File: config.mk
export PLATFORM = sky130hd
export DESIGN_NAME = laser_target_scheduler_flat
export DESIGN_NICKNAME = d
export VERILOG_FILES = /design/src/rtl/laser_target_scheduler_if.sv /design/src/rtl/laser_target_scheduler.sv /design/src/flat_wrapper.sv
export SDC_FILE = /design/constraint.sdc
export NUM_CORES = 1
export LEC_CHECK = 0
export CORE_UTILIZATION = 45
export DETAILED_ROUTE_END_ITERATION = 6
export PLACE_DENSITY_LB_ADDON = 0.08
export SLEW_MARGIN = 20
export SYNTH_ARGS = -nofsm -noshare
export SYNTH_HDL_FRONTEND = slang
export SYNTH_SLANG_ARGS = --single-unit
File: constraint.sdc
create_clock -name clk25 -period 4.33 [get_ports clk25]
set_input_delay 0.866 -clock clk25 [delete_from_list [all_inputs] [get_ports clk25]]
set_output_delay 0.866 -clock clk25 [all_outputs]
set_load 0.05 [all_outputs]
File: src/rtl/laser_target_scheduler_if.sv
// Signal bundle between the camera top level and the laser target scheduler.
// The scheduler uses the slave modport.
interface laser_target_scheduler_if;
    logic        vsync_raw;
    logic        start;
    logic [16:0] x_red;
    logic [16:0] y_red;
    logic [16:0] x_green;
    logic [16:0] y_green;
    logic [31:0] x_target;
    logic [31:0] y_target;
    logic [7:0]  score_red;
    logic [7:0]  score_green;
    logic [7:0]  rounds_left;
    logic        round_active;
    logic        hit_red;
    logic        hit_green;
    logic [2:0]  state_dbg;

    modport master (
        output vsync_raw, start, x_red, y_red, x_green, y_green,
        input  x_target, y_target, score_red, score_green, rounds_left,
               round_active, hit_red, hit_green, state_dbg
    );

    modport slave (
        input  vsync_raw, start, x_red, y_red, x_green, y_green,
        output x_target, y_target, score_red, score_green, rounds_left,
               round_active, hit_red, hit_green, state_dbg
    );
endinterface

File: src/rtl/laser_target_scheduler.sv
// Game-round controller: places pseudo-random targets, tests red/green laser
// centroids against them once per camera frame and keeps per-player scores.
module laser_target_scheduler #(
    parameter int unsigned H_RES         = 320,
    parameter int unsigned V_RES         = 240,
    parameter int unsigned HIT_RADIUS    = 16,
    parameter int unsigned HOLD_FRAMES   = 4,
    parameter int unsigned ROUND_FRAMES  = 300,
    parameter int unsigned NUM_ROUNDS    = 8,
    parameter int unsigned TARGET_MARGIN = 16,
    parameter logic [15:0] LFSR_SEED     = 16'hACE1
) (
    input  logic                     clk25,
    input  logic                     reset,
    laser_target_scheduler_if.slave  lts
);

    localparam int unsigned HOLD_W  = $clog2(HOLD_FRAMES + 1);
    localparam int unsigned FRAME_W = $clog2(ROUND_FRAMES + 1);
    localparam logic signed [17:0] RAD = 18'(HIT_RADIUS);

    typedef enum logic [2:0] {
        S_IDLE  = 3'd0,
        S_PLACE = 3'd1,
        S_TRACK = 3'd2,
        S_SCORE = 3'd3,
        S_DONE  = 3'd4
    } state_t;

    state_t              state_q;
    logic                vs_meta_q, vs_sync_q, vs_prev_q;
    logic                tick_q, eval_q;
    logic [15:0]         lfsr_q, lfsr_d;
    logic [16:0]         xr_q, yr_q, xg_q, yg_q;
    logic [16:0]         tx_q, ty_q;
    logic [HOLD_W-1:0]   hold_r_q, hold_g_q, hold_r_d, hold_g_d;
    logic [FRAME_W-1:0]  frame_q;
    logic [7:0]          score_r_q, score_g_q, rounds_q, rounds_dec_d;
    logic                active_q, hit_r_q, hit_g_q;
    logic                in_r_d, in_g_d, win_r_d, win_g_d, accept_d;
    logic [8:0]          cand_x_d;
    logic [7:0]          cand_y_d;

    function automatic logic in_box(input logic [16:0] x, input logic [16:0] y,
                                    input logic [16:0] tx, input logic [16:0] ty);
        logic signed [17:0] dx, dy, ax, ay;
        dx = $signed({1'b0, x}) - $signed({1'b0, tx});
        dy = $signed({1'b0, y}) - $signed({1'b0, ty});
        ax = (dx < 0) ? -dx : dx;
        ay = (dy < 0) ? -dy : dy;
        return (ax <= RAD) && (ay <= RAD) && !((x == '0) && (y == '0));
    endfunction

    always_comb begin
        lfsr_d       = {1'b0, lfsr_q[15:1]} ^ (lfsr_q[0] ? 16'hB400 : 16'h0000);
        in_r_d       = in_box(xr_q, yr_q, tx_q, ty_q);
        in_g_d       = in_box(xg_q, yg_q, tx_q, ty_q);
        hold_r_d     = in_r_d ? hold_r_q + HOLD_W'(1) : '0;
        hold_g_d     = in_g_d ? hold_g_q + HOLD_W'(1) : '0;
        win_r_d      = (hold_r_d == HOLD_W'(HOLD_FRAMES));
        win_g_d      = (hold_g_d == HOLD_W'(HOLD_FRAMES));
        cand_x_d     = lfsr_q[8:0];
        cand_y_d     = lfsr_q[15:8];
        accept_d     = (32'(cand_x_d) < (H_RES - 2 * TARGET_MARGIN)) &&
                       (32'(cand_y_d) < (V_RES - 2 * TARGET_MARGIN));
        rounds_dec_d = (rounds_q == '0) ? '0 : rounds_q - 8'd1;
    end

    always_ff @(posedge clk25) begin
        if (reset) begin
            state_q   <= S_IDLE;
            vs_meta_q <= 1'b0;
            vs_sync_q <= 1'b0;
            vs_prev_q <= 1'b0;
            tick_q    <= 1'b0;
            eval_q    <= 1'b0;
            lfsr_q    <= LFSR_SEED;
            xr_q      <= '0;
            yr_q      <= '0;
            xg_q      <= '0;
            yg_q      <= '0;
            tx_q      <= 17'(H_RES / 2);
            ty_q      <= 17'(V_RES / 2);
            hold_r_q  <= '0;
            hold_g_q  <= '0;
            frame_q   <= '0;
            score_r_q <= '0;
            score_g_q <= '0;
            rounds_q  <= '0;
            active_q  <= 1'b0;
            hit_r_q   <= 1'b0;
            hit_g_q   <= 1'b0;
        end else begin
            vs_meta_q <= lts.vsync_raw;
            vs_sync_q <= vs_meta_q;
            vs_prev_q <= vs_sync_q;
            tick_q    <= vs_sync_q & ~vs_prev_q;
            lfsr_q    <= lfsr_d;
            // Only ticks that land inside TRACK are ever evaluated.
            eval_q    <= tick_q && (state_q == S_TRACK);
            hit_r_q   <= 1'b0;
            hit_g_q   <= 1'b0;

            if (tick_q) begin
                xr_q <= lts.x_red;
                yr_q <= lts.y_red;
                xg_q <= lts.x_green;
                yg_q <= lts.y_green;
            end

            case (state_q)
                S_IDLE, S_DONE: begin
                    if (lts.start) begin
                        score_r_q <= '0;
                        score_g_q <= '0;
                        rounds_q  <= 8'(NUM_ROUNDS);
                        state_q   <= S_PLACE;
                    end
                end
                S_PLACE: begin
                    if (accept_d) begin
                        tx_q     <= 17'(cand_x_d) + 17'(TARGET_MARGIN);
                        ty_q     <= 17'(cand_y_d) + 17'(TARGET_MARGIN);
                        hold_r_q <= '0;
                        hold_g_q <= '0;
                        frame_q  <= '0;
                        active_q <= 1'b1;
                        state_q  <= S_TRACK;
                    end
                end
                S_TRACK: begin
                    if (tick_q) begin
                        frame_q <= frame_q + FRAME_W'(1);
                    end
                    if (eval_q) begin
                        hold_r_q <= hold_r_d;
                        hold_g_q <= hold_g_d;
                        if (win_r_d || win_g_d) begin
                            hit_r_q  <= win_r_d;
                            hit_g_q  <= win_g_d;
                            active_q <= 1'b0;
                            state_q  <= S_SCORE;
                        end else if (32'(frame_q) >= ROUND_FRAMES) begin
                            active_q <= 1'b0;
                            state_q  <= S_SCORE;
                        end
                    end
                end
                S_SCORE: begin
                    if (hit_r_q && (score_r_q != 8'hFF)) begin
                        score_r_q <= score_r_q + 8'd1;
                    end
                    if (hit_g_q && (score_g_q != 8'hFF)) begin
                        score_g_q <= score_g_q + 8'd1;
                    end
                    rounds_q <= rounds_dec_d;
                    state_q  <= (rounds_dec_d != '0) ? S_PLACE : S_DONE;
                end
                default: state_q <= S_IDLE;
            endcase
        end
    end

    assign lts.x_target     = 32'(tx_q);
    assign lts.y_target     = 32'(ty_q);
    assign lts.score_red    = score_r_q;
    assign lts.score_green  = score_g_q;
    assign lts.rounds_left  = rounds_q;
    assign lts.round_active = active_q;
    assign lts.hit_red      = hit_r_q;
    assign lts.hit_green    = hit_g_q;
    assign lts.state_dbg    = state_q;

endmodule

File: src/flat_wrapper.sv
// flat-port wrapper written by rule: the top's interface ports become plain ports
module laser_target_scheduler_flat 
#(
    parameter int unsigned H_RES         = 320,
    parameter int unsigned V_RES         = 240,
    parameter int unsigned HIT_RADIUS    = 16,
    parameter int unsigned HOLD_FRAMES   = 4,
    parameter int unsigned ROUND_FRAMES  = 300,
    parameter int unsigned NUM_ROUNDS    = 8,
    parameter int unsigned TARGET_MARGIN = 16,
    parameter logic [15:0] LFSR_SEED     = 16'hACE1
)
  (clk25, reset, lts_vsync_raw, lts_start, lts_x_red, lts_y_red, lts_x_green, lts_y_green, lts_x_target, lts_y_target, lts_score_red, lts_score_green, lts_rounds_left, lts_round_active, lts_hit_red, lts_hit_green, lts_state_dbg);
  laser_target_scheduler_if lts_i ();
  input  logic clk25;
  input  logic reset;
  input wire logic [$bits(lts_i.vsync_raw)-1:0] lts_vsync_raw;
  input wire logic [$bits(lts_i.start)-1:0] lts_start;
  input wire logic [$bits(lts_i.x_red)-1:0] lts_x_red;
  input wire logic [$bits(lts_i.y_red)-1:0] lts_y_red;
  input wire logic [$bits(lts_i.x_green)-1:0] lts_x_green;
  input wire logic [$bits(lts_i.y_green)-1:0] lts_y_green;
  output wire logic [$bits(lts_i.x_target)-1:0] lts_x_target;
  output wire logic [$bits(lts_i.y_target)-1:0] lts_y_target;
  output wire logic [$bits(lts_i.score_red)-1:0] lts_score_red;
  output wire logic [$bits(lts_i.score_green)-1:0] lts_score_green;
  output wire logic [$bits(lts_i.rounds_left)-1:0] lts_rounds_left;
  output wire logic [$bits(lts_i.round_active)-1:0] lts_round_active;
  output wire logic [$bits(lts_i.hit_red)-1:0] lts_hit_red;
  output wire logic [$bits(lts_i.hit_green)-1:0] lts_hit_green;
  output wire logic [$bits(lts_i.state_dbg)-1:0] lts_state_dbg;
  assign lts_i.vsync_raw = lts_vsync_raw;
  assign lts_i.start = lts_start;
  assign lts_i.x_red = lts_x_red;
  assign lts_i.y_red = lts_y_red;
  assign lts_i.x_green = lts_x_green;
  assign lts_i.y_green = lts_y_green;
  assign lts_x_target = lts_i.x_target;
  assign lts_y_target = lts_i.y_target;
  assign lts_score_red = lts_i.score_red;
  assign lts_score_green = lts_i.score_green;
  assign lts_rounds_left = lts_i.rounds_left;
  assign lts_round_active = lts_i.round_active;
  assign lts_hit_red = lts_i.hit_red;
  assign lts_hit_green = lts_i.hit_green;
  assign lts_state_dbg = lts_i.state_dbg;
  laser_target_scheduler #(.H_RES(H_RES), .V_RES(V_RES), .HIT_RADIUS(HIT_RADIUS), .HOLD_FRAMES(HOLD_FRAMES), .ROUND_FRAMES(ROUND_FRAMES), .NUM_ROUNDS(NUM_ROUNDS), .TARGET_MARGIN(TARGET_MARGIN), .LFSR_SEED(LFSR_SEED)) u_core (.clk25(clk25), .reset(reset), .lts(lts_i));
endmodule
Word level (Yosys, flattened, before mapping)
Cells that the tools add are included.
{"block": "op_classes", "addsub": 16, "n_lt_le_gt_ge": 11, "n_eq_ne": 15, "muxes": 35, "bitwise": 6, "n_reduce_logical": 32}
{"cell": "18-bit by 6-bit <= comparator with 1-bit output (second input constant)", "count": 4}
{"cell": "18-bit by 1-bit < comparator with 1-bit output (second input constant)", "count": 4}
{"cell": "18-bit 2-to-1 mux", "count": 4}
{"cell": "18-bit negation", "count": 4}
{"cell": "17-bit by 17-bit subtractor with 18-bit output", "count": 4}
{"cell": "17-bit logical NOT", "count": 4}
{"cell": "8-bit one-hot mux with 2 select lines", "count": 3}
{"cell": "8-bit 2-to-1 mux", "count": 5}
{"cell": "3-bit 2-to-1 mux", "count": 11}
{"cell": "9-bit 2-to-1 mux", "count": 2}
{"cell": "9-bit one-hot mux with 2 select lines", "count": 1}
{"cell": "8-bit by 1-bit adder with 8-bit output (second input constant)", "count": 2}
{"cell": "16-bit 2-to-1 mux", "count": 1}
{"cell": "8-bit != test (second input constant)", "count": 2}
{"cell": "15-bit by 16-bit XOR with 16-bit output", "count": 1}
{"cell": "3-bit one-hot mux with 2 select lines", "count": 2}
{"cell": "3-bit one-hot mux with 4 select lines", "count": 1}
{"cell": "3-bit AND reduction", "count": 4}
{"cell": "9-bit by 5-bit adder with 10-bit output (second input constant)", "count": 1}
{"cell": "1-bit logical AND", "count": 10}
{"cell": "2-bit by 1-bit != test with 1-bit output (second input constant)", "count": 5}
{"cell": "8-bit by 5-bit adder with 9-bit output (second input constant)", "count": 1}
{"cell": "9-bit by 1-bit adder with 9-bit output (second input constant)", "count": 1}
{"cell": "3-bit == test (second input constant)", "count": 3}
{"cell": "other kinds (23)", "count": 35}
{"block": "word_totals", "regBits": 168, "inputBits": 72, "output_inout_bits": 94, "wordCells": 137}

Logic depth before layout (Yosys ltp)
Gate-level depths: netlist of the first run.
{"block": "depth", "ltp_word": 12, "ltp_mapped": 15, "mapped_depth_nobuf": 15}

Least setup slack after synthesis of the first run
Ideal clock, no wire load.
{"block": "synth_path", "path_type": "register to register", "startpoint": "register u_core.tx_q[0]", "endpoint": "register u_core.state_q[0], in the netlist u_core.lts.state_dbg[0]", "arrival_ps": 4247, "setup_slack_ps": 11, "path_stages_with_launch": 15, "period_less_slack_ps": 4319, "path_cell_list": "dfxtp_1 > ha_1 > inv_1 > fa_1 > a211oi_1 > o31ai_1 > a311oi_1 > nor3b_1 > xor2_1 > or4_1 > a22oi_1 > nand4b_1 > or4_4 > a21oi_2 > mux2i_1"}
{"block": "synth_via", "elab_chain_len": 12}
{"element": "start, declared", "line_no": "laser_target_scheduler.sv:35", "source": "logic [16:0] tx_q, ty_q;"}
{"element": "start signal, assigned", "line_no": "laser_target_scheduler.sv:82", "source": "tx_q <= 17'(H_RES / 2);"}
{"element": "start signal, assigned", "line_no": "laser_target_scheduler.sv:122", "source": "tx_q <= 17'(cand_x_d) + 17'(TARGET_MARGIN);"}
{"element": "17-bit by 17-bit subtractor with 18-bit output", "line_no": "laser_target_scheduler.sv:47", "source": "dx = $signed({1'b0, x}) - $signed({1'b0, tx});"}
{"element": "18-bit negation / 18-bit by 1-bit < comparator with 1-bit output (equally long branches)", "line_no": "laser_target_scheduler.sv:49", "source": "ax = (dx < 0) ? -dx : dx;"}
{"element": "18-bit 2-to-1 mux", "line_no": "laser_target_scheduler.sv:49"}
{"element": "18-bit by 6-bit <= comparator with 1-bit output", "line_no": "laser_target_scheduler.sv:51", "source": "return (ax <= RAD) && (ay <= RAD) && !((x == '0) && (y == '0));"}
{"element": "1-bit logical AND (2 in a row)", "line_no": "laser_target_scheduler.sv:51"}
{"element": "3-bit 2-to-1 mux (on tied branches)", "line_no": "laser_target_scheduler.sv:58, laser_target_scheduler.sv:59"}
{"element": "3-bit == test (on tied branches)", "line_no": "laser_target_scheduler.sv:60, laser_target_scheduler.sv:61"}
{"element": "1-bit logical OR (*)", "line_no": "laser_target_scheduler.sv:138", "source": "if (win_r_d || win_g_d) begin"}
{"element": "3-bit 2-to-1 mux", "line_no": "laser_target_scheduler.sv:138"}
{"element": "3-bit 2-to-1 mux", "line_no": "laser_target_scheduler.sv:135", "source": "if (eval_q) begin"}
{"element": "3-bit one-hot mux with 4 select lines", "line_no": "laser_target_scheduler.sv:111", "source": "case (state_q)"}
{"element": "end signal, assigned", "line_no": "laser_target_scheduler.sv:157", "source": "state_q <= (rounds_dec_d != '0) ? S_PLACE : S_DONE;"}
{"element": "end, declared", "line_no": "laser_target_scheduler.sv:30", "source": "state_t state_q;"}
Every way passes the cells marked *; elsewhere a longest branch is shown, timed or not. The select of a mux whose other input is x is not followed.
A chain may end at the register's enable or synchronous reset.

Worst setup path after layout of the first run
{"block": "layout_path", "startpoint": "register u_core.yr_q[0]", "endpoint": "register u_core.state_q[0], in the netlist u_core.lts.state_dbg[0]"}
{"block": "layout_via", "elab_chain_len": 12}
{"element": "start, declared", "line_no": "laser_target_scheduler.sv:34", "source": "logic [16:0] xr_q, yr_q, xg_q, yg_q;"}
{"element": "start signal, assigned", "line_no": "laser_target_scheduler.sv:106", "source": "yr_q <= lts.y_red;"}
{"element": "17-bit by 17-bit subtractor with 18-bit output", "line_no": "laser_target_scheduler.sv:48", "source": "dy = $signed({1'b0, y}) - $signed({1'b0, ty});"}
{"element": "18-bit negation / 18-bit by 1-bit < comparator with 1-bit output (equally long branches)", "line_no": "laser_target_scheduler.sv:50", "source": "ay = (dy < 0) ? -dy : dy;"}
{"element": "18-bit 2-to-1 mux", "line_no": "laser_target_scheduler.sv:50"}
{"element": "18-bit by 6-bit <= comparator with 1-bit output", "line_no": "laser_target_scheduler.sv:51"}
{"element": "1-bit logical AND", "line_no": "laser_target_scheduler.sv:51"}
{"element": "1-bit logical AND (*)", "line_no": "laser_target_scheduler.sv:51"}
{"element": "3-bit 2-to-1 mux (*)", "line_no": "laser_target_scheduler.sv:58", "source": "hold_r_d = in_r_d ? hold_r_q + HOLD_W'(1) : '0;"}
{"element": "3-bit == test (*)", "line_no": "laser_target_scheduler.sv:60", "source": "win_r_d = (hold_r_d == HOLD_W'(HOLD_FRAMES));"}
{"element": "1-bit logical OR (*)", "line_no": "laser_target_scheduler.sv:138"}
{"element": "3-bit 2-to-1 mux", "line_no": "laser_target_scheduler.sv:138"}
{"element": "3-bit 2-to-1 mux", "line_no": "laser_target_scheduler.sv:135"}
{"element": "3-bit one-hot mux with 4 select lines", "line_no": "laser_target_scheduler.sv:111"}
Marks and branches as above.

==> results of run 1 <==
## state kept, by name (all words and copies together) (netlist names), 3 cells and up
| register | cells |
|---|---|
| u_core.yr_q | 17 |
| u_core.lts.score_green | 8 |
| u_core.yg_q | 17 |
| u_core.lfsr_q | 16 |
| u_core.hold_r_q | 3 |
| u_core.xg_q | 17 |
| u_core.xr_q | 17 |
| u_core.lts.state_dbg | 3 |
| u_core.ty_q | 9 |
| u_core.lts.rounds_left | 8 |
| u_core.tx_q | 10 |
| u_core.frame_q | 9 |
| u_core.lts.score_red | 8 |
| u_core.hold_g_q | 3 |
## path summary, 6_finish.rpt
check | endpoint | slack, ns | cells after the start
worst max-delay path | u_core.lts.state_dbg[0] | 0.31 | 15
worst min-delay path | u_core.tick_q | 0.38 | 1
worst min register to register | u_core.tick_q | 0.38 | 1
worst max register to register | u_core.lts.state_dbg[0] | 0.31 | 15
## layout make-up
cell class / instances / area share (%)
multi-input combinational: 1014 / 54.5
tap: 280 / 2.88
clock inverter: 14 / 1.47
inverter: 51 / 1.57
timing repair buffer: 136 / 10.8
clock buffer: 18 / 3.53
sequential: 153 / 25.2
## layout by cell type (no fill, tap or decap), types with 8 or more instances in the layout
master                            Yosys  layout
sky130_fd_sc_hd__nor2_1             170     170
sky130_fd_sc_hd__o21a_1               9       9
sky130_fd_sc_hd__conb_1               1      45
sky130_fd_sc_hd__a31oi_1             11      11
sky130_fd_sc_hd__xor2_1              34      34
sky130_fd_sc_hd__inv_1               51      51
sky130_fd_sc_hd__clkbuf_16            0      17
sky130_fd_sc_hd__nor4_1              20      20
sky130_fd_sc_hd__nand4_1             19      19
sky130_fd_sc_hd__buf_4               46      17
sky130_fd_sc_hd__dfxtp_1            153     150
sky130_fd_sc_hd__nor3_1              40      40
sky130_fd_sc_hd__clkdlybuf4s50_1      0     119
sky130_fd_sc_hd__a211o_1              8       8
sky130_fd_sc_hd__nand3_1             33      33
sky130_fd_sc_hd__a21oi_1             81      81
sky130_fd_sc_hd__o21ai_0             36      36
sky130_fd_sc_hd__nand2_1             89      89
sky130_fd_sc_hd__nand2b_1            17      17
sky130_fd_sc_hd__o211ai_1            10      10
sky130_fd_sc_hd__ha_1                49      49
sky130_fd_sc_hd__or3_1               15      15
sky130_fd_sc_hd__xnor2_1             35      35
sky130_fd_sc_hd__or2_2               15      15
sky130_fd_sc_hd__mux2i_1             75      75
sky130_fd_sc_hd__or4_1                8       8
sky130_fd_sc_hd__and3_1              17      17
sky130_fd_sc_hd__a21o_1              15      15
sky130_fd_sc_hd__nor2b_1             20      20
## routing by layer
| layer | global-route usage [%] | wire length [microns] | share of wire (%) |
|---|---|---|---|
| met1 | 32.9 | 13200 | 47 |
| met3 | 4.49 | 1470 | 5.3 |
| met5 | 0 | 0 | 0 |
| met2 | 39.5 | 12600 | 45 |
| met4 | 7.89 | 621 | 2.2 |
## report_power, final
part           total [W]  switching [W]  internal, W
sequential       0.00157      0.0000840      0.00148
clock            0.00156       0.000682     0.000878
combinational    0.00231        0.00143     0.000881
total            0.00544        0.00220      0.00324
## cells by family (layout without fill, tap and decap cells)
logic type | after synthesis | after routing
other cells | 1 | 45
xor+xnor | 69 | 69
buf+inv | 138 | 219
compound gates | 265 | 265
simple gates | 503 | 503
flops | 153 | 153
fa+ha+maj | 53 | 53
mux | 79 | 79
## synth_stat cells (5+ instances only)
cell / n / area, sq um
sky130_fd_sc_hd__mux2i_1: 75 / 751
sky130_fd_sc_hd__buf_4: 46 / 345
sky130_fd_sc_hd__a21o_1: 15 / 113
sky130_fd_sc_hd__o21ai_0: 36 / 180
sky130_fd_sc_hd__nor4_1: 20 / 125
sky130_fd_sc_hd__a211o_1: 8 / 70.1
sky130_fd_sc_hd__ha_1: 49 / 613
sky130_fd_sc_hd__nor3_1: 40 / 200
sky130_fd_sc_hd__clkbuf_1: 31 / 116
sky130_fd_sc_hd__buf_1: 5 / 18.8
sky130_fd_sc_hd__nand3b_1: 6 / 45.0
sky130_fd_sc_hd__a31oi_1: 11 / 68.8
sky130_fd_sc_hd__or4_1: 8 / 60.1
sky130_fd_sc_hd__xnor2_1: 35 / 307
sky130_fd_sc_hd__dfxtp_1: 153 / 3060
sky130_fd_sc_hd__nor2_1: 170 / 638
sky130_fd_sc_hd__o211ai_1: 10 / 75.1
sky130_fd_sc_hd__o2111ai_1: 7 / 61.3
sky130_fd_sc_hd__nor2b_1: 20 / 125
sky130_fd_sc_hd__or3_1: 15 / 93.8
sky130_fd_sc_hd__inv_1: 51 / 191
sky130_fd_sc_hd__a21boi_0: 6 / 45.0
sky130_fd_sc_hd__a311oi_1: 5 / 43.8
sky130_fd_sc_hd__a21oi_1: 81 / 405
sky130_fd_sc_hd__nor3b_1: 7 / 52.6
sky130_fd_sc_hd__nand4b_1: 6 / 52.6
sky130_fd_sc_hd__nand3_1: 33 / 165
sky130_fd_sc_hd__o31ai_1: 7 / 52.6
sky130_fd_sc_hd__a211oi_1: 10 / 75.1
sky130_fd_sc_hd__nand2_1: 89 / 334
sky130_fd_sc_hd__nand4_1: 19 / 119
sky130_fd_sc_hd__o21a_1: 9 / 67.6
sky130_fd_sc_hd__xor2_1: 34 / 298
sky130_fd_sc_hd__and3_1: 17 / 106
sky130_fd_sc_hd__or2_2: 15 / 93.8
sky130_fd_sc_hd__nand2b_1: 17 / 106
## repair_timing
item	CTS	global route
setup endpoints to repair	1	7
pin swaps	0	4
buffers inserted	0	1
resized for setup	1	11
## metrics by stage
stage	setup WS, ns	instance area [sq um]	total power (W)
2_1_floorplan	0.0115	10300	0.00331
3_3_place_gp	0.135	11500	0.00385
3_5_place_dp	0.0141	11500	0.00386
4_1_cts	0.0690	12100	0.00543
5_1_grt	0.0281	12200	0.00576
6_report	0.310	12200	0.00544
==> run metrics, run 1 <==
count of buffers from port buffering=120; EDFF count, synth=0; total congestion overflow=0; synthesis-to-finish area growth=19.5%; Hold/Removal Path Class=reg -> reg; Avg Inst Size Synth=around 8.1 sq um; row cnt=54; routability-driven placement congestion ratio=~0.9; static leakage=between 4 and 5 nW; clock-pin slew on the worst setup and hold paths=about 0.070 ns; number of buffers added by the clock tree synthesis step=17; initial core utilization=46.2%; count of different cell masters after synthesis=85; endpoint arrival time on the critical path=around 4.4 ns; Slew Viols, Final=0; core region area=between 0.02 and 0.025 sq mm; clock tree from TritonCTS=built; post-synthesis cell count=between 1000 and 1500; overall die width=roughly 150 microns; HPWL Detailed=approximately 22000 microns; total number of clock tree sinks=approximately 150; complex-gate fraction of the synthesized area=roughly 18%; worst-path fanout max=5; number of standard cells in the final layout excluding fillers=about 1700; RSZ-0062 raised after global routing=false; Starting DRT DRC Count=between 500 and 600; Post-CTS Hold Buffers=0; net total in the final layout=between 1000 and 1500; combined global-route utilization of all metal layers=approximately a quarter; kind of critical path=reg -> reg; Reg2Reg Launch Point=u_core.yr_q[0]; worst supply voltage drop on vdd=approximately 0.00028 V; footprint of the flip-flops and latches=about 0.003 sq mm; multi-input gate area in the final layout=around 0.0066 sq mm; clock tree skew after final layout=0.0146 ns; final count of negative-setup-slack endpoints=0; Adder-Cell Fraction of Synth Area=approximately 6.8%; post-detailed-route count of antenna-violating nets=0; cell occurring most often along the worst timing path=sky130_fd_sc_hd__inv_1; FFs w/ async S/R, synth=0%; area fraction in and, or, nand and nor cells after synthesis=24.6%; number of register bits inferred by synthesis=around 150; maximum level of the CTS H-tree=4; height of the chip=~150 microns; Synth Area in XOR/XNOR=5.93%; number of synthesis warnings=0; I/O pin cnt=approximately 170; post-DR vias/cell=between 5 and 6; via count of the first global-routing pass=8740; number of buffers on the longest clock path=2; count of antenna diodes in the layout=0; final period utilization=between 90 and 100%; # placed instances=between 1500 and 2000; total routed wirelength=between 20000 and 30000 microns; master cell of the clock root buffer=sky130_fd_sc_hd__clkbuf_16; crit path launch=u_core.yr_q[0]; share of final-layout standard cells stronger than drive strength 1=about 6.8%; number of antenna violations at the first check in global routing=0; main flop type after synthesis=sky130_fd_sc_hd__dfxtp_1; cell area after technology mapping=0.0102 sq mm; number of endpoints with negative hold slack in the final report=0; largest net degree at the start of global routing=between 50 and 60; Worst slew margin=a little over half; max-cap violations=0; TNS Setup=0 ns; sequential fraction of the synthesis area=between 30% and 40%; Wirelength per Cell=16.7 microns; share of synthesized area spent on multiplexers=between 7 and 8%; via total after detailed routing=9337; CP required=4.68 ns; number of detailed-routing iterations run before antenna repair=7; worst hold slack=~0.38 ns; Total Die Area=0.0232 sq mm; start point of the worst min-delay path=u_core.vs_prev_q; max incr delay on CP=0.49 ns; violations in the final reports=DRC; crit path launch type=register; critical path's slowest cell=sky130_fd_sc_hd__a2111oi_0; PD cells=approximately 450 mW/mm^2; Clk Latency, worst-skew pair=0.43 ns; Worst-Margin Slew=between 0.6 and 0.7 ns; kind of end point of the critical path=register; dominant combinational cell family by area after synthesis=simple AND/OR/NAND/NOR gates; number of buffers and inverters on the critical path=2; sequence of cells on the critical path=inv_1 -> ha_1 -> inv_1 -> fa_1 -> a211oi_2 -> nor2_1 -> xnor2_1 -> nand3_1 -> a2111oi_0 -> o32ai_1 -> nor4_1 -> nand4_1 -> o21a_1 -> a21oi_4 -> mux2i_1; Final Core Density=roughly 55%; FILL cells=between 2000 and 2500; maximum clock frequency=between 200 and 250 MHz; category of cells accounting for the largest share of critical-path delay=compound AO/OA/AOI/OAI gates; final critical-path required period=approximately 4.0 ns; run status=finished with violations; number of remaining DRC errors=15; wire length of the first global-routing pass=between 40000 and 50000 microns
Note: power is estimated with default switching activity, not from simulation.
==> run 2: changes to the inputs <==
Settings changed: TNS_END_PERCENT set to 1.
Clock period 4.33 ns to 4.8 ns, I/O delays scaled along.
==> run 2 against run 1 <==
The flow still finishes with violations (DRC). Die area is the same. Global-route usage shrank 0.70 points. Core utilization shrank 0.61 points. Critical endpoint unchanged.
==> run metrics, run 2 (same netlist as run 1, synthesis figures left out) <==
run status=finished with violations; violations in the final reports=DRC; FF-to-FF setup slack=0.48 ns; I/O pin cnt=166; Register-to-Register Path Depth=15; Worst slew margin=between 40 and 50%; post-placement cell area=0.0114 sq mm; Worst Setup Slack post-DPL=approximately 0.48 ns; crit path launch type=register; sequence of cells on the critical path=ha_1 -> inv_1 -> fa_1 -> a211oi_1 -> o31ai_1 -> a311oi_1 -> buf_4 -> nor3b_1 -> xor2_1 -> or4_1 -> a22oi_1 -> nand4b_1 -> or4_4 -> a21oi_2 -> mux2i_1; Slew Viols, Final=0; count of antenna diodes in the layout=0; number of buffers added by the clock tree synthesis step=17; Post-CTS Hold Buffers=0; wire length of the first global-routing pass=~45000 microns; capturing instance or port of the critical path=u_core.lts.state_dbg[0]; Wirelength per Cell=16.6 microns; fin worst setup slack=0.478 ns; kind of critical path=reg -> reg; overall die width=152 microns; net total in the final layout=between 1000 and 1500; Internal Power=0.00285 W; count of buffers from port buffering=120; initial core utilization=between 40 and 50%; combined global-route utilization of all metal layers=roughly a quarter; post-route design area=~0.012 sq mm; sw power=between 0.0015 and 0.002 W; final critical-path required period=between 4 and 5 ns; HPWL Detailed=21200 microns; kind of end point of the critical path=register; worst supply voltage drop on vdd=approximately 0.00028 V; post-DR vias/cell=5.54; via count of the first global-routing pass=between 8000 and 9000; PostCTS Resize Cnt=0; TNS Setup=0 ns; post-detailed-route count of antenna-violating nets=0; Starting DRT DRC Count=between 400 and 500; maximum clock frequency=about 230 MHz; power consumption=~0.0048 W; category of cells accounting for the largest share of critical-path delay=simple AND/OR/NAND/NOR gates; height of the chip=152 microns; setup repair bufs after CTS=0; number of buffers and inverters on the critical path=2; PD cells=401 mW/mm^2; Clk Latency, worst-skew pair=between 0.4 and 0.5 ns; switching fraction of total power=between 40% and 50%; largest net degree at the start of global routing=just under 50; Total Die Area=about 0.023 sq mm; CP required=about 5.2 ns; max-cap violations=0; final count of negative-setup-slack endpoints=0; total congestion overflow=0; share of final-layout standard cells stronger than drive strength 1=under 10%; crit path launch=u_core.tx_q[0]; capture instance of the worst register-to-register path=u_core.lts.state_dbg[0]; most common cell after layout, fill and taps aside=sky130_fd_sc_hd__nor2_1; worst-path fanout max=4; row cnt=between 50 and 60; maximum level of the CTS H-tree=4; number of antenna violations at the first check in global routing=0; RSZ-0062 raised after global routing=false; number of buffers on the longest clock path=2; critical path's slowest cell=sky130_fd_sc_hd__or4_4; max incr delay on CP=between 0.6 and 0.7 ns; commonest cells after routing, fill and taps aside=sky130_fd_sc_hd__nor2_1 (170), sky130_fd_sc_hd__dfxtp_1 (152), sky130_fd_sc_hd__clkdlybuf4s50_1 (119); via total after detailed routing=9177; final period utilization=between 90% and 100%; Hold/Removal Path Class=reg -> reg; number of detailed-routing iterations run before antenna repair=7; routability-driven placement congestion ratio=0.950; Reg2Reg Launch Point=u_core.tx_q[0]; total routed wirelength=27400 microns; part of the total power dissipated in the clock network=between 20% and 30%; fraction of power consumed by sequential logic=29.3%; number of endpoints with negative hold slack in the final report=0; endpoint arrival time on the critical path=approximately 4.7 ns; Crit. path cell count=15; hold path depth=1; number of remaining DRC errors=3; combinational power share=a little over two fifths; clock tree skew after final layout=~0.015 ns; static leakage=about 4.7 nW; master cell of the clock root buffer=sky130_fd_sc_hd__clkbuf_16; total number of clock tree sinks=about 150; clock-pin slew on the worst setup and hold paths=~0.07 ns; synthesis-to-finish area growth=18.2%; clock tree from TritonCTS=built; core region area=roughly 0.022 sq mm; Worst-Margin Slew=approximately 0.77 ns
[run 2: cell type report]
type / instances / area [sq um]
inverter: 51 / 191
fill: 2150 / 9990
sequential: 153 / 3070
tap: 280 / 350
clock buffer: 17 / 425
multi-input combinational: 1014 / 6580
clock inverter: 15 / 180
timing repair buffer: 126 / 1240
[run 2: power groups by stage]
stage | Combinational (W) | Sequential [W] | Clock, W
floorplan | 0.00142 | 0.00156 | 0
global placement | 0.00200 | 0.00144 | 0
detailed placement | 0.00200 | 0.00144 | 0
CTS | 0.00201 | 0.00141 | 0.00143
global route | 0.00222 | 0.00142 | 0.00147
finish | 0.00203 | 0.00141 | 0.00139
[run 2: per-stage QoR]
| step | hold slack [ns] | instances | util [%] |
|---|---|---|---|
| floorplan | 0.367 | 1305 | - |
| global placement | 0.366 | 1624 | 51.9 |
| detailed placement | 0.368 | 1624 | 51.9 |
| CTS | 0.379 | 1656 | 54.6 |
| global route | 0.391 | 1656 | 54.6 |
| finish | 0.377 | 1656 | 54.6 |
[run 2: worst register-to-register path: stages, from the launching register on]
cell and delay, ns:
sky130_fd_sc_hd__dfxtp_1 0.40, sky130_fd_sc_hd__ha_1 0.19, sky130_fd_sc_hd__inv_1 0.05, sky130_fd_sc_hd__fa_1 0.40, sky130_fd_sc_hd__a211oi_1 0.42, sky130_fd_sc_hd__o31ai_1 0.22
sky130_fd_sc_hd__a311oi_1 0.29, sky130_fd_sc_hd__buf_4 0.17, sky130_fd_sc_hd__nor3b_1 0.24, sky130_fd_sc_hd__xor2_1 0.09, sky130_fd_sc_hd__or4_1 0.41, sky130_fd_sc_hd__a22oi_1 0.16
sky130_fd_sc_hd__nand4b_1 0.19, sky130_fd_sc_hd__or4_4 0.62, sky130_fd_sc_hd__a21oi_2 0.20, sky130_fd_sc_hd__mux2i_1 0.18
[run 2: routing by layer]
metal	track usage, %	wire (microns)
met5	0	0
met4	7.46	514
met3	3.70	1220
met2	38.8	12400
met1	32.1	13300
[run 2: worst min path at each step]
| stage | from | to | slack [ns] |
|---|---|---|---|
| after global placement | u_core.vs_prev_q | u_core.tick_q | 0.37 |
| after floorplan | u_core.vs_prev_q | u_core.tick_q | 0.37 |
| after detailed placement | u_core.vs_prev_q | u_core.tick_q | 0.37 |
| after CTS | u_core.vs_prev_q | u_core.tick_q | 0.38 |
| final | u_core.vs_prev_q | u_core.tick_q | 0.38 |
| after global routing | u_core.vs_prev_q | u_core.tick_q | 0.39 |
==> run 3: changes to the inputs <==
Settings changed: SLEW_MARGIN 20 to unset.
==> results of run 3 <==
Same layout as run 2: the final DEF is identical, and so are final timing and power.
